`config.mk`:
```
export PLATFORM = sky130hd
export DESIGN_NAME = register_file
export DESIGN_NICKNAME = d
export VERILOG_FILES = /design/src/rtl/register_file.sv
export SDC_FILE = /design/constraint.sdc
export NUM_CORES = 2
export LEC_CHECK = 0
export BUFFER_PORTS_ARGS = -buffer_cell sky130_fd_sc_hd__buf_2
export CAP_MARGIN = 20
export CORE_ASPECT_RATIO = 0.6
export CORE_MARGIN = 8
export CORE_UTILIZATION = 57
export CTS_CLUSTER_DIAMETER = 200
export DETAILED_ROUTE_END_ITERATION = 7
export PLACE_DENSITY = 0.75
export SLEW_MARGIN = 20
export SYNTH_ARGS = -nofsm -noshare
export SYNTH_HDL_FRONTEND = slang
export SYNTH_SLANG_ARGS = --single-unit
```
`constraint.sdc`:
```
create_clock -name clk -period 3.4 [get_ports clk]
set_clock_uncertainty 0.15 [all_clocks]
set_input_delay 0.68 -clock clk [delete_from_list [all_inputs] [get_ports clk]]
set_output_delay 0.68 -clock clk [all_outputs]
set_load 0.05 [all_outputs]
```
`src/rtl/register_file.sv`:
```
// register_file: rv32i architectural integer register file.
// 32 x WIDTH registers, x0 hardwired to zero, two combinational read ports,
// one synchronous write port decoded through decoder_5_to_32.
// Optional feature macro: REGISTER_FILE_BYPASS_EN enables write-through
// forwarding from the write port to each read port in the same cycle.

// One-hot write-strobe decoder: out[i] is high when ena is set and in == i.
module decoder_5_to_32 (
  input  logic        ena,
  input  logic [4:0]  in,
  output logic [31:0] out
);

  // Shift a single one into position; all-zero when disabled.
  always_comb begin
    out = '0;
    if (ena) begin
      out = 32'd1 << in;
    end
  end

endmodule

module register_file #(
  parameter int WIDTH = 32,
  parameter int DEPTH = 32
) (
  input  logic             clk,
  input  logic             rst,
  input  logic             wr_ena,
  input  logic [4:0]       wr_addr,
  input  logic [WIDTH-1:0] wr_data,
  input  logic [4:0]       rd_addr0,
  input  logic [4:0]       rd_addr1,
  output logic [WIDTH-1:0] rd_data0,
  output logic [WIDTH-1:0] rd_data1
);

  // Storage exists only for x1..x31; x0 is a constant.
  logic [WIDTH-1:0] regs_reg [1:DEPTH-1];

  // Read view of the whole address space, with slot 0 tied to zero.
  logic [WIDTH-1:0] rf_view [0:DEPTH-1];

  logic [31:0] wr_strobe;

  // Strobe bit 0 addresses x0, which has nothing to write.
  logic unused_strobe0;
  assign unused_strobe0 = wr_strobe[0];

  decoder_5_to_32 u_wr_decoder (
    .ena (wr_ena),
    .in  (wr_addr),
    .out (wr_strobe)
  );

  assign rf_view[0] = '0;

  genvar gi;
  generate
    for (gi = 1; gi < DEPTH; gi++) begin : g_reg
      // Per-register update: reset clears, otherwise load on its strobe.
      always_ff @(posedge clk) begin
        if (rst) begin
          regs_reg[gi] <= '0;
        end else if (wr_strobe[gi]) begin
          regs_reg[gi] <= wr_data;
        end
      end

      assign rf_view[gi] = regs_reg[gi];
    end
  endgenerate

`ifdef REGISTER_FILE_BYPASS_EN
  // Forward the in-flight write when it targets the register being read.
  // A reset cycle or an x0 target never forwards.
  logic wr_live;
  assign wr_live = wr_ena && !rst && (wr_addr != 5'd0);

  // Port reads with write-through forwarding.
  always_comb begin
    rd_data0 = rf_view[rd_addr0];
    rd_data1 = rf_view[rd_addr1];
    if (wr_live && (wr_addr == rd_addr0)) begin
      rd_data0 = wr_data;
    end
    if (wr_live && (wr_addr == rd_addr1)) begin
      rd_data1 = wr_data;
    end
  end
`else
  // Port reads straight from the stored state; new writes show next cycle.
  always_comb begin
    rd_data0 = rf_view[rd_addr0];
    rd_data1 = rf_view[rd_addr1];
  end
`endif

endmodule

```
==> results.json <==
{
  "tritoncts": "built",
  "start_util_pct": 57.1,
  "use_met3_pct": 11.6,
  "syn_inst": 3675,
  "drc": 0,
  "port-buffer-count": 113,
  "grt_util_met2_pct": 49.2,
  "internal_power_uw": 21700,
  "final_cell_count_no_fill": 5184,
  "powerDensity_mw_per_mm2": 472,
  "p_sw_share_pct": 26.5,
  "fp.dieW_um": 411,
  "synth_enable_flop_cells": 992,
  "whs_ns": 0.459,
  "ctsHoldBuffers": 0,
  "crit_required_ns": 2.57,
  "hold_path_end": "regs_reg[0][881]",
  "wl_mm": 180,
  "yosysTopAreaCell": "edfxtp_1",
  "syn_area_sq_mm": 0.0533,
  "crit_type": "input port to output pin",
  "route.antenna.remaining_nets": 0,
  "crit_fanout": 25,
  "drive_gt1_share_pct": 31.9,
  "clockRootBuffer": "clkbuf_16",
  "worstHoldStart": "wr_data[17]",
  "synth_top_area_share_pct": 55.9,
  "cts_buffers": 91,
  "grt.overflow.total": 0,
  "largest_reg_flops": 992,
  "row_count": 87,
  "routedWlPerCell_um": 34.8,
  "rsz0062_at_grt": "yes",
  "core-area_sq_mm": 0.0933,
  "setup_ws_ns": -0.0179,
  "regArea_sq_mm": 0.0298,
  "drt_first_pass_iters": 8,
  "pin_count": 114,
  "clkTransAtPathRegs_ns": 0.07,
  "via_per_inst": 7.09,
  "fillers": 6305,
  "max-cap-violations": 0,
  "combPwrFrac_pct": 16.1,
  "vias": 36758,
  "violations": "negative setup slack",
  "fin_area_sq_mm": 0.0625,
  "die_area_sq_mm": 0.104,
  "track_usage_pct": 34.0,
  "holdCritPathClass": "input port to flip-flop",
  "worstPathArrival_ns": 2.59,
  "hold_viol_final": 0,
  "drt_iter0_drc": 6536,
  "grt_pass1_wl_mm": 256,
  "min_period_ns": 3.42,
  "post-dp-hpwl_mm": 108,
  "cts_max_path_buffers": 3,
  "synth_area_leaders": "edfxtp_1 56%, mux4_2 16%, and2_1 12%",
  "fmaxAchievable_mhz": 293,
  "cts.sinks": 992,
  "yosys_warnings": 0,
  "power.leakage_uw": 0.0224,
  "placed_cell_area_sq_mm": 0.0586,
  "final_core_util_pct": 67.0,
  "syn_to_final_growth_pct": 17.2,
  "ctsHtreeMaxLevel": 3,
  "antenna_found_initial": 19,
  "worst_pin_slew_ns": 1.18,
  "grt_pass1_vias": 36194,
  "nets": 3906,
  "grt_busiest_layer": "met2",
  "finalCritPeriodShare_pct": 101,
  "end_kind": "output pin",
  "dpl.cell_count": 4965,
  "ys.flop_type": "edfxtp_1",
  "ir_worst_vdd_mv": 0.452,
  "ys_seq_area_share_pct": 55.9,
  "drv_slew": 0,
  "hold_depth": 2,
  "synth_fp_nets": 3725,
  "status": "finished with violations",
  "die_h_um": 253,
  "multi_input_area_sq_mm": 0.0229,
  "async_flop_share_pct": 0,
  "slew_headroom_pct": 20.8,
  "switching_power_uw": 7810,
  "power_frac_seq_pct": 49.3,
  "synth_cell_types": 27,
  "grt_max_degree": 65,
  "synth_area_per_cell_sq_um": 14.5,
  "place_congestion": 0.907,
  "power_frac_clock_pct": 34.6,
  "synth-seq-cells": 992,
  "setup_violations": 6,
  "start_kind": "input port",
  "grtUsageMet1_pct": 46.1
}
[through the flow]
step | TNS, ns | setup slack [ns] | total power (uW)
after floorplan | -47.42 | -0.178 | 17300
after global placement | -1.37 | -0.233 | 19100
after detailed placement | -2.04 | -0.292 | 19200
after CTS | -0.115 | -0.0609 | 29300
after global routing | -0.273 | -0.0603 | 30100
final | -0.0428 | -0.0179 | 29500
[power groups by stage]
| stage | registers (uW) | clock network, uW | logic [uW] |
|---|---|---|---|
| after floorplan | 14600 | 0 | 2710 |
| after global placement | 14700 | 0 | 4390 |
| after detailed placement | 14800 | 0 | 4440 |
| after CTS | 14500 | 10200 | 4530 |
| after global routing | 14600 | 10700 | 4870 |
| final | 14500 | 10200 | 4750 |
[how the worst max path moves through the flow]
stage / depth (start not counted) / startpoint / slack (ns) / to
final: 7 / rd_addr0[1] / -0.02 / rd_data0[7]
after global routing: 8 / rd_addr1[0] / -0.06 / rd_data1[12]
after CTS: 9 / rd_addr0[0] / -0.06 / rd_data0[20]
after detailed placement: 9 / rd_addr0[0] / -0.29 / rd_data0[20]
after global placement: 9 / rd_addr0[0] / -0.23 / rd_data0[20]
after floorplan: 4 / wr_addr[1] / -0.18 / regs_reg[0][800]
[what timing repair did]
action,4_1_cts,5_1_grt
setup buffers,10,28
pin swaps,1,10
hold endpoints to repair,0,0
endpoints found under the setup margin,37,57
resized for setup,40,97
cloned,3,3
[per-layer routing]
metal | vias to the layer above | part of all wire, %
li1 | 14469 | -
met4 | 0 | 5.1
met2 | 3569 | 43
met3 | 549 | 17
met5 | - | 0
met1 | 18171 | 35
[cells in the final DEF (no fill, tap or decap), types with 31 or more instances in the layout]
cell type	netlist	routed
o21ai_1	64	45
nand2_1	73	71
o31ai_2	0	54
and2_1	1026	1019
clkbuf_16	0	96
a211oi_1	64	56
o22ai_1	64	64
buf_4	26	283
mux4_2	384	384
a22o_1	192	192
o21bai_4	0	31
mux2i_1	160	156
buf_12	0	104
edfxtp_1	992	992
buf_2	48	60
mux2_2	64	64
[synthesized netlist by cell type (all sizes together) (35+ instances only)]
library cell  number
a211oi            64
a22o             192
and2            1026
buf              102
clkbuf           306
edfxtp           992
mux2              64
mux2i            160
mux4             384
nand2             73
nor2              35
o21ai             64
o22ai             64
o31ai             64
[kinds of logic after synthesis]
group                  count (synthesis)  share of synthesized area, %
DFF                                  992                          55.9
buffers and inverters                410                          3.38
and+or+nand+nor                     1186                          13.4
muxes                                608                          20.6
AOI/OAI and AO/OA                    479                          6.75
[area by class of cell]
type,count,share of cell area (%)
timing repair buffer,496,8.59
tap,1246,2.50
inverter,2,0.0120
multi-input combinational,2273,36.7
antenna,9,0.0361
clock inverter,54,0.697
clock buffer,112,3.84
sequential,992,47.7
[critical path, cell delays in order]
cell and delay [ns]:
buf_4 0.25, buf_12 0.25, mux2_2 0.36, a22o_1 0.20
a211oi_1 0.40, o31ai_2 0.15, buf_2 0.24
Power figures use the tool's default switching activity.
